==> src/rtl/imem_fetch_ctrl.sv <==
// Instruction-fetch sequencer: owns the IMemory PC and buffers {pc, instr} pairs for decode in a 2-entry queue.
// Optional IMEM_MISALIGN_TRAP_EN: a misaligned redirect halts fetch and raises a sticky fault instead of being word-aligned.
module imem_fetch_ctrl #(
  parameter int unsigned       ISIZE     = 32,
  parameter logic [31:0]       RESET_PC  = 32'h0000_0000,
  parameter logic [ISIZE-1:0]  HALT_WORD = '1
) (
  input  logic              clk,
  input  logic              reset_n,
  input  logic              start,
  output logic [31:0]       imem_pc,
  input  logic [ISIZE-1:0]  imem_instr,
  input  logic              redirect_valid,
  input  logic [31:0]       redirect_pc,
  output logic              out_valid,
  output logic [ISIZE-1:0]  out_instr,
  output logic [31:0]       out_pc,
  input  logic              out_ready,
  output logic              busy,
  output logic              halted,
  output logic              fault
);

  typedef enum logic [1:0] {IDLE, RUN, HALT} state_t;

  state_t            state_q, state_d;
  logic [31:0]       pc_q, pc_d;
  logic [ISIZE-1:0]  q_instr_q [2];
  logic [ISIZE-1:0]  q_instr_d [2];
  logic [31:0]       q_pc_q [2];
  logic [31:0]       q_pc_d [2];
  logic              rd_ptr_q, rd_ptr_d;
  logic              wr_ptr_q, wr_ptr_d;
  logic [1:0]        cnt_q, cnt_d;
  logic              out_valid_q, out_valid_d;
  logic [ISIZE-1:0]  out_instr_q, out_instr_d;
  logic [31:0]       out_pc_q, out_pc_d;
  logic              fault_q, fault_d;
  logic              push, pop, misalign;

  always_comb begin
    pop  = out_valid_q && out_ready;
    push = (state_q == RUN) && ((cnt_q != 2'd2) || pop);
`ifdef IMEM_MISALIGN_TRAP_EN
    misalign = (redirect_pc[1:0] != 2'b00);
`else
    misalign = 1'b0;
`endif

    state_d   = state_q;
    pc_d      = pc_q;
    q_instr_d = q_instr_q;
    q_pc_d    = q_pc_q;
    rd_ptr_d  = rd_ptr_q;
    wr_ptr_d  = wr_ptr_q;
    cnt_d     = cnt_q;
    fault_d   = fault_q;

    // Redirect wins outright: the same-cycle push and pop are both dropped.
    if (redirect_valid) begin
      rd_ptr_d = 1'b0;
      wr_ptr_d = 1'b0;
      cnt_d    = 2'd0;
      if (misalign) begin
        state_d = HALT;
        fault_d = 1'b1;
      end else begin
        state_d = RUN;
        pc_d    = redirect_pc & ~32'h3;
      end
    end else begin
      if (state_q == IDLE && start) begin
        state_d = RUN;
      end
      if (pop) begin
        rd_ptr_d = ~rd_ptr_q;
      end
      if (push) begin
        q_pc_d[wr_ptr_q]    = pc_q;
        q_instr_d[wr_ptr_q] = imem_instr;
        wr_ptr_d            = ~wr_ptr_q;
        pc_d                = pc_q + 32'd4;
        if (imem_instr == HALT_WORD) begin
          state_d = HALT;
        end
      end
      cnt_d = cnt_q + {1'b0, push} - {1'b0, pop};
    end

    // Output registers track the next queue head and hold when it empties.
    out_valid_d = (cnt_d != 2'd0);
    out_pc_d    = out_pc_q;
    out_instr_d = out_instr_q;
    if (cnt_d != 2'd0) begin
      out_pc_d    = q_pc_d[rd_ptr_d];
      out_instr_d = q_instr_d[rd_ptr_d];
    end
  end

  always_ff @(posedge clk or negedge reset_n) begin
    if (!reset_n) begin
      state_q     <= IDLE;
      pc_q        <= RESET_PC;
      for (int unsigned i = 0; i < 2; i++) begin
        q_instr_q[i] <= '0;
        q_pc_q[i]    <= '0;
      end
      rd_ptr_q    <= 1'b0;
      wr_ptr_q    <= 1'b0;
      cnt_q       <= 2'd0;
      out_valid_q <= 1'b0;
      out_instr_q <= '0;
      out_pc_q    <= '0;
      fault_q     <= 1'b0;
    end else begin
      state_q     <= state_d;
      pc_q        <= pc_d;
      q_instr_q   <= q_instr_d;
      q_pc_q      <= q_pc_d;
      rd_ptr_q    <= rd_ptr_d;
      wr_ptr_q    <= wr_ptr_d;
      cnt_q       <= cnt_d;
      out_valid_q <= out_valid_d;
      out_instr_q <= out_instr_d;
      out_pc_q    <= out_pc_d;
      fault_q     <= fault_d;
    end
  end

  assign imem_pc   = pc_q;
  assign out_valid = out_valid_q;
  assign out_instr = out_instr_q;
  assign out_pc    = out_pc_q;
  assign busy      = (state_q == RUN);
  assign halted    = (state_q == HALT);
  assign fault     = fault_q;

endmodule

==> config.mk <==
export PLATFORM = sky130hd
export DESIGN_NAME = imem_fetch_ctrl
export DESIGN_NICKNAME = d
export VERILOG_FILES = /design/src/rtl/imem_fetch_ctrl.sv
export SDC_FILE = /design/constraint.sdc
export NUM_CORES = 1
export LEC_CHECK = 0
export CAP_MARGIN = 5
export CORE_MARGIN = 5
export CORE_UTILIZATION = 35
export CTS_BUF_LIST = sky130_fd_sc_hd__clkbuf_16
export DETAILED_ROUTE_END_ITERATION = 6
export SLEW_MARGIN = 20
export SYNTH_ARGS = -nofsm -noshare
export SYNTH_HDL_FRONTEND = slang
export SYNTH_SLANG_ARGS = --single-unit
==> constraint.sdc <==
create_clock -name clk -period 2.7 [get_ports clk]
set_input_delay 0.27 -clock clk [delete_from_list [all_inputs] [get_ports clk]]
set_output_delay 0.27 -clock clk [all_outputs]
set_load 0.005 [all_outputs]
==> results.cfg, run 1 <==
[route]
num_vias = 6861
drc_errors = 0
ant_nets = 0
viasPerCell = 5.17
finalWirelength_um = 26100
wl_per_cell_um = 19.7
dr.pass1.iters = 4
detail_route.iter0.violations = 380

[worst_setup_path]
path_cells = nor2b_1, o21a_1, inv_4, ha_4, inv_2, ha_4, xor3_1, nor2_4, nor3_4, buf_12, a221o_1
criticalPathCategory = reg2reg
critPathCaptureType = flop
max_stage_delay_ns = 0.40
path_buf_inv = 3
cp_common_cell = ha_4
path_delay_family = compound AO/OA/AOI/OAI gates
critPathMaxFanout = 27
critPathSlowestCell = dfrtp_1
ff2ff_path_depth = 11
cp-start-kind = flop
worst-path-stages = 11
required_ns = 3.09
reg2reg_slack_ns = 0.1
arrival_ns = 2.99

[cells_and_area]
final_area_sq_um = 12900
final_common_cell = dfrtp_1
layout_common_cells = 229 x dfrtp_1, 162 x clkdlybuf4s50_1, 99 x mux2_2
finalNetCount = 1004
synthToLayoutAreaGrowth_pct = 31.2
fin_util_pct = 46.5
num_antenna_cells = 0
drive_gt1_share_pct = 20.1

[yosys]
synthMuxAreaShare_pct = 14.5
synthDominantAreaCellType = dfrtp_1
synth-edff-count = 0
ys_seq_elements = 229
synth_compound_area_share_pct = 11.5
netlist_area_sq_um = 9840
synth_top_family_by_area = multiplexers
synth_area_leaders = dfrtp_1 58%, mux2_2 11%, a221o_1 6.3%, and2_1 4.4%, mux2_1 2.9%
synthFlopType = dfrtp_1
synth_xor_area_share_pct = 0.686
ys_types = 57
syn_inst = 756
yosys.area_share.simple_pct = 11.4
synth_top_area_share_pct = 58.2
yosysWarningCount = 0
async_flop_share_pct = 100
ys_seq_area_share_pct = 58.2
synth-adder-area-share_pct = 0.381
avgSynthCellArea_sq_um = 13.0

[timing]
worstMarginPinSlew_ns = 0.713
max_freq_mhz = 384
fin_crit_sh_pct = 96.4
hold_viol_final = 0
setup_violations = 0
slew_violations = 0
fin_skew_ns = 0.0119
grt_setup_unrepaired = yes
period_minus_slack_ns = 2.60
slew_headroom_pct = 52.2

[grt]
antenna_found_initial = 1
grt_overflow = 0
track_usage_pct = 16.5
grt_pass1_wl_um = 41700
grt_max_degree = 86
grt_pass1_vias = 7143

[clock_tree]
root_buffer = clkbuf_16
cts_max_path_buffers = 3
cts_max_level = 1
cts.sinks = 229
cts_inserted_buffers = 24
path_clk_slew_ns = 0.06
cts_tree = yes
clk_latency_ns = 0.52

[floorplanning]
die_y_um = 178
dieArea_sq_um = 31600
boundaryPins = 169
fp.dieW_um = 178
start_util_pct = 35.4
core_sq_um = 27800
rows = 61

[placed_design]
placed_area_sq_um = 12200
portBuffers = 163
dpl.hpwl_um = 17400
place_congestion = 0.736

[flow_run]
drv_cap = 0

[pwr]
total_power_uw = 14200
leakage_uw = 0.00526
powerDensity_nw_per_um2 = 1100
ir_worst_vdd_v = 0.000605

[status]
run_status = complete, no violations

[hold_path]
holdPathStages = 3
hp-class = in2reg
cell usage after synthesis (2+ instances only):
cell       instances
dfrtp_1          229
nand4_2            2
or4_1             14
or3_1              8
o211ai_1           3
inv_1             10
o31ai_1           15
nor2_1            29
mux2_1            25
and3_1             2
o21ai_0           17
a21oi_1            2
a31oi_1           22
a21o_1             2
and2_1            70
a221o_1           62
mux2i_1            3
ha_1               3
nand3_1           11
clkbuf_8           3
o311ai_0           2
nor4_1             3
xnor2_1            2
nand4_1           14
or2_2              2
buf_4              6
clkbuf_1          26
nand2_1           16
nor2b_1            4
buf_2             17
mux2_2            99
xor2_1             3
o2111ai_1          5
nand2b_1           2
final timing paths:
kind / start / endpoint
worst max register to register: state_q[1] / out_instr[12]
worst max-delay path: state_q[1] / out_instr[12]
min in group asynchronous: reset_n / imem_pc[11]
worst min-delay path: redirect_pc[13] / imem_pc[13]
max in group asynchronous: reset_n / q_instr_q[44]
worst min register to register: out_pc[1] / out_pc[1]
power breakdown:
part	leakage [uW]	total, uW	internal (uW)	switching [uW]
Sequential	0.00270	5590	4940	650
Clock	0.000366	3010	1670	1350
Combinational	0.00219	5640	3230	2410
metal layers:
layer  vias to the layer above  GRT usage [%]  routed length (um)
li1                       3174              -                   -
met1                      3468           24.0               12200
met2                       188           25.7               11900
met3                        29           3.69                1720
met4                         2           3.16                 326
met5                         -              0                  14
sequential cells by signal, summed over array words and instances (netlist names):
register	count
imem_pc	30
out_pc	32
out_instr	32
q_instr_q	64
out_valid	1
cnt_q	2
wr_ptr_q	1
q_pc_q	64
state_q	2
rd_ptr_q	1
cell families (layout without fill, tap and decap cells):
group / after synthesis / count (layout)
simple gates: 189 / 189
fa+ha+maj: 3 / 3
xor+xnor: 6 / 6
mux: 127 / 127
other cells: 1 / 3
flops: 229 / 229
buf+inv: 64 / 255
compound gates: 137 / 137
timing repair:
item / in CTS / in global routing
buffers inserted: 0 / 1
hold endpoints to repair: 81 / 0
hold buffers: 1 / 0
endpoints found under the setup margin: 0 / 62
gates resized for setup: 0 / 2
through the flow:
step	TNS, ns	worst slack [ns]	hold slack (ns)	instances
6_report	0	0.0968	0.315	1327
5_1_grt	-0.00966	-0.00693	0.317	1327
4_1_cts	0	0.0184	0.293	1326
3_5_place_dp	-18.83	-0.324	0.328	1282
3_3_place_gp	-16.90	-0.285	0.328	1282
2_1_floorplan	-3.67	-0.0817	-0.0256	758
final cells by class:
class,count,area [sq um]
clock inverter,18,82.6
multi-input combinational,465,3880
fill,2560,14900
timing repair buffer,202,2080
inverter,10,40.0
tap,378,473
clock buffer,25,626
sequential,229,5730
tightest hold or removal path: cells and delay by family:
family,cells,cell delay [ns]
AOI/OAI and AO/OA,1,0.04
and+or+nand+nor,1,0.09
buffers and inverters,1,0.40
No activity file was read; power rests on OpenSTA's default activity.
==> run 2, diff against run 1 <==
- DONT_BUFFER_PORTS: not set -> 1
==> results.cfg, run 2 (synthesized netlist as in run 1, its figures left out) <==
[status]
run_status = complete, but fails checks
violations = hold timing

[route]
dr.pass1.iters = 4
top_layer_used = met4
ant_nets = 0
wl_per_cell_um = 21.2
num_vias = 6618
wl_met3_um = 2250
finalWirelength_um = 26000
wl_met1_um = 11400
detail_route.iter0.violations = 354
viasPerCell = 5.39
routed-wl-met2_um = 11900
drc_errors = 0

[timing]
hold_viol_final = 229
max_freq_mhz = 386
fin_crit_sh_pct = 96.0
slew_headroom_pct = 38.9
fin_skew_ns = 0.0186
grt_setup_unrepaired = no
hold_slack_ns = -0.558
slew_violations = 0
setup_violations = 0
worstMarginPinSlew_ns = 0.913
setup_tns_ns = 0
period_minus_slack_ns = 2.59

[grt]
grt_pass1_vias = 7075
antenna_found_initial = 0
track_usage_pct = 16.5
grt_max_degree = 230
grt_pass1_wl_um = 41500
grt_overflow = 0

[pwr]
power.internal_uw = 9390
ir_worst_vdd_v = 0.000549
seq_power_share_pct = 41.7
pwr-share-comb_pct = 33.8
powerDensity_nw_per_um2 = 1140
leakage_uw = 0.00492
switchingPower_uw = 4230
p_sw_share_pct = 31.1
p_clk_share_pct = 24.5

[clock_tree]
cts_inserted_buffers = 26
hold_buffers = 65
cts_tree = yes
clk_latency_ns = 0.53
cts_max_path_buffers = 3
root_buffer = clkbuf_16
cts_max_level = 1
cts.sinks = 229
path_clk_slew_ns = 0.06

[cells_and_area]
num_antenna_cells = 0
fillCellCount = 2631
final_common_cell = dfrtp_1
finalNetCount = 906
top_regs = q_instr_q (64), q_pc_q (64)
drive_gt1_share_pct = 22.2
layout_common_cells = 229 x dfrtp_1, 99 x mux2_2, 69 x and2_1
fin_util_pct = 43.1
synthToLayoutAreaGrowth_pct = 21.8

[worst_setup_path]
criticalPathCategory = reg2reg
required_ns = 3.10
reg2reg_from = state_q[1]
path_buf_inv = 4
path_delay_family = compound AO/OA/AOI/OAI gates
worst-path-stages = 12
ff2ff_path_depth = 12
reg2reg_slack_ns = 0.11
critPathCaptureType = flop
max_stage_delay_ns = 0.40
cp-start-kind = flop
r2r_end = out_pc[10]
path_cells = nor2b_2, o21a_1, inv_4, ha_4, inv_2, ha_4, xor3_2, nor2_4, nor3_4, buf_12, buf_12, a221o_1
critPathMaxFanout = 21
arrival_ns = 3.00
critPathSlowestCell = xor3_2

[placed_design]
dpl.hpwl_um = 16100
portBuffers = 0
place_congestion = 0.721

[flow_run]
drv_cap = 0

[floorplanning]
rows = 61
boundaryPins = 169
fp.dieW_um = 178
start_util_pct = 35.4
dieArea_sq_um = 31600
core_sq_um = 27800
die_y_um = 178

[hold_path]
hp-class = in2async
[run 2: final cells by class]
cell class / instances / area [sq um] / share of cell area (%)
flip-flops and latches: 229 / 5730 / 47.8
multi-input cells: 465 / 3880 / 32.4
clock inverters: 17 / 119 / 0.992
well taps: 378 / 473 / 3.95
repair buffers: 102 / 1070 / 8.89
clock buffers: 27 / 676 / 5.64
inverters: 10 / 40.0 / 0.334
[run 2: power groups by stage]
stage | clock network, uW | registers [uW] | logic, uW
finish | 3330 | 5680 | 4610
global route | 3570 | 5860 | 5050
CTS | 3450 | 5710 | 4600
detailed placement | 0 | 5740 | 4490
global placement | 0 | 5710 | 4400
floorplan | 0 | 5470 | 3290
[run 2: through the flow]
stage / power [uW] / area (sq um) / cells / setup slack, ns
6_report: 13600 / 12000 / 1228 / 0.108
5_1_grt: 14500 / 12000 / 1228 / 0.00263
4_1_cts: 13800 / 12000 / 1227 / 0.00810
3_5_place_dp: 10200 / 10500 / 1118 / 0.0263
3_3_place_gp: 10100 / 10500 / 1118 / 0.0338
2_1_floorplan: 8750 / 9980 / 758 / -0.0817
[run 2: worst register-to-register path: cells and delay by family, from the launching register on]
kind                       cells  cell delay, ns
adders and majority gates      2            0.40
and+or+nand+nor                3            0.32
xor gates and xnor gates       1            0.40
DFF                            1            0.38
buffers and inverters          4            0.39
AOI/OAI and AO/OA              2            0.58
[run 2: how the worst max path moves through the flow]
| stage | from | endpoint | slack, ns |
|---|---|---|---|
| final | state_q[1] | out_pc[10] | 0.11 |
| after global routing | state_q[1] | out_pc[8] | 0.003 |
| after CTS | state_q[1] | out_pc[8] | 0.008 |
| after detailed placement | state_q[1] | out_pc[9] | 0.03 |
| after global placement | out_valid | out_pc[8] | 0.03 |
| after floorplan | out_valid | out_instr[0] | -0.08 |
[run 2: what timing repair did]
action                                 CTS  global route
endpoints found under the hold margin  328           229
resized for setup                        0             4
buffers inserted                         0             1
setup endpoints to repair                0            62
[run 2: per-layer routing]
layer,vias to the layer above,track usage (%)
li1,2996,-
met1,3401,21.9
met3,39,5.45
met5,-,0
met4,0,3.87
met2,182,26.5
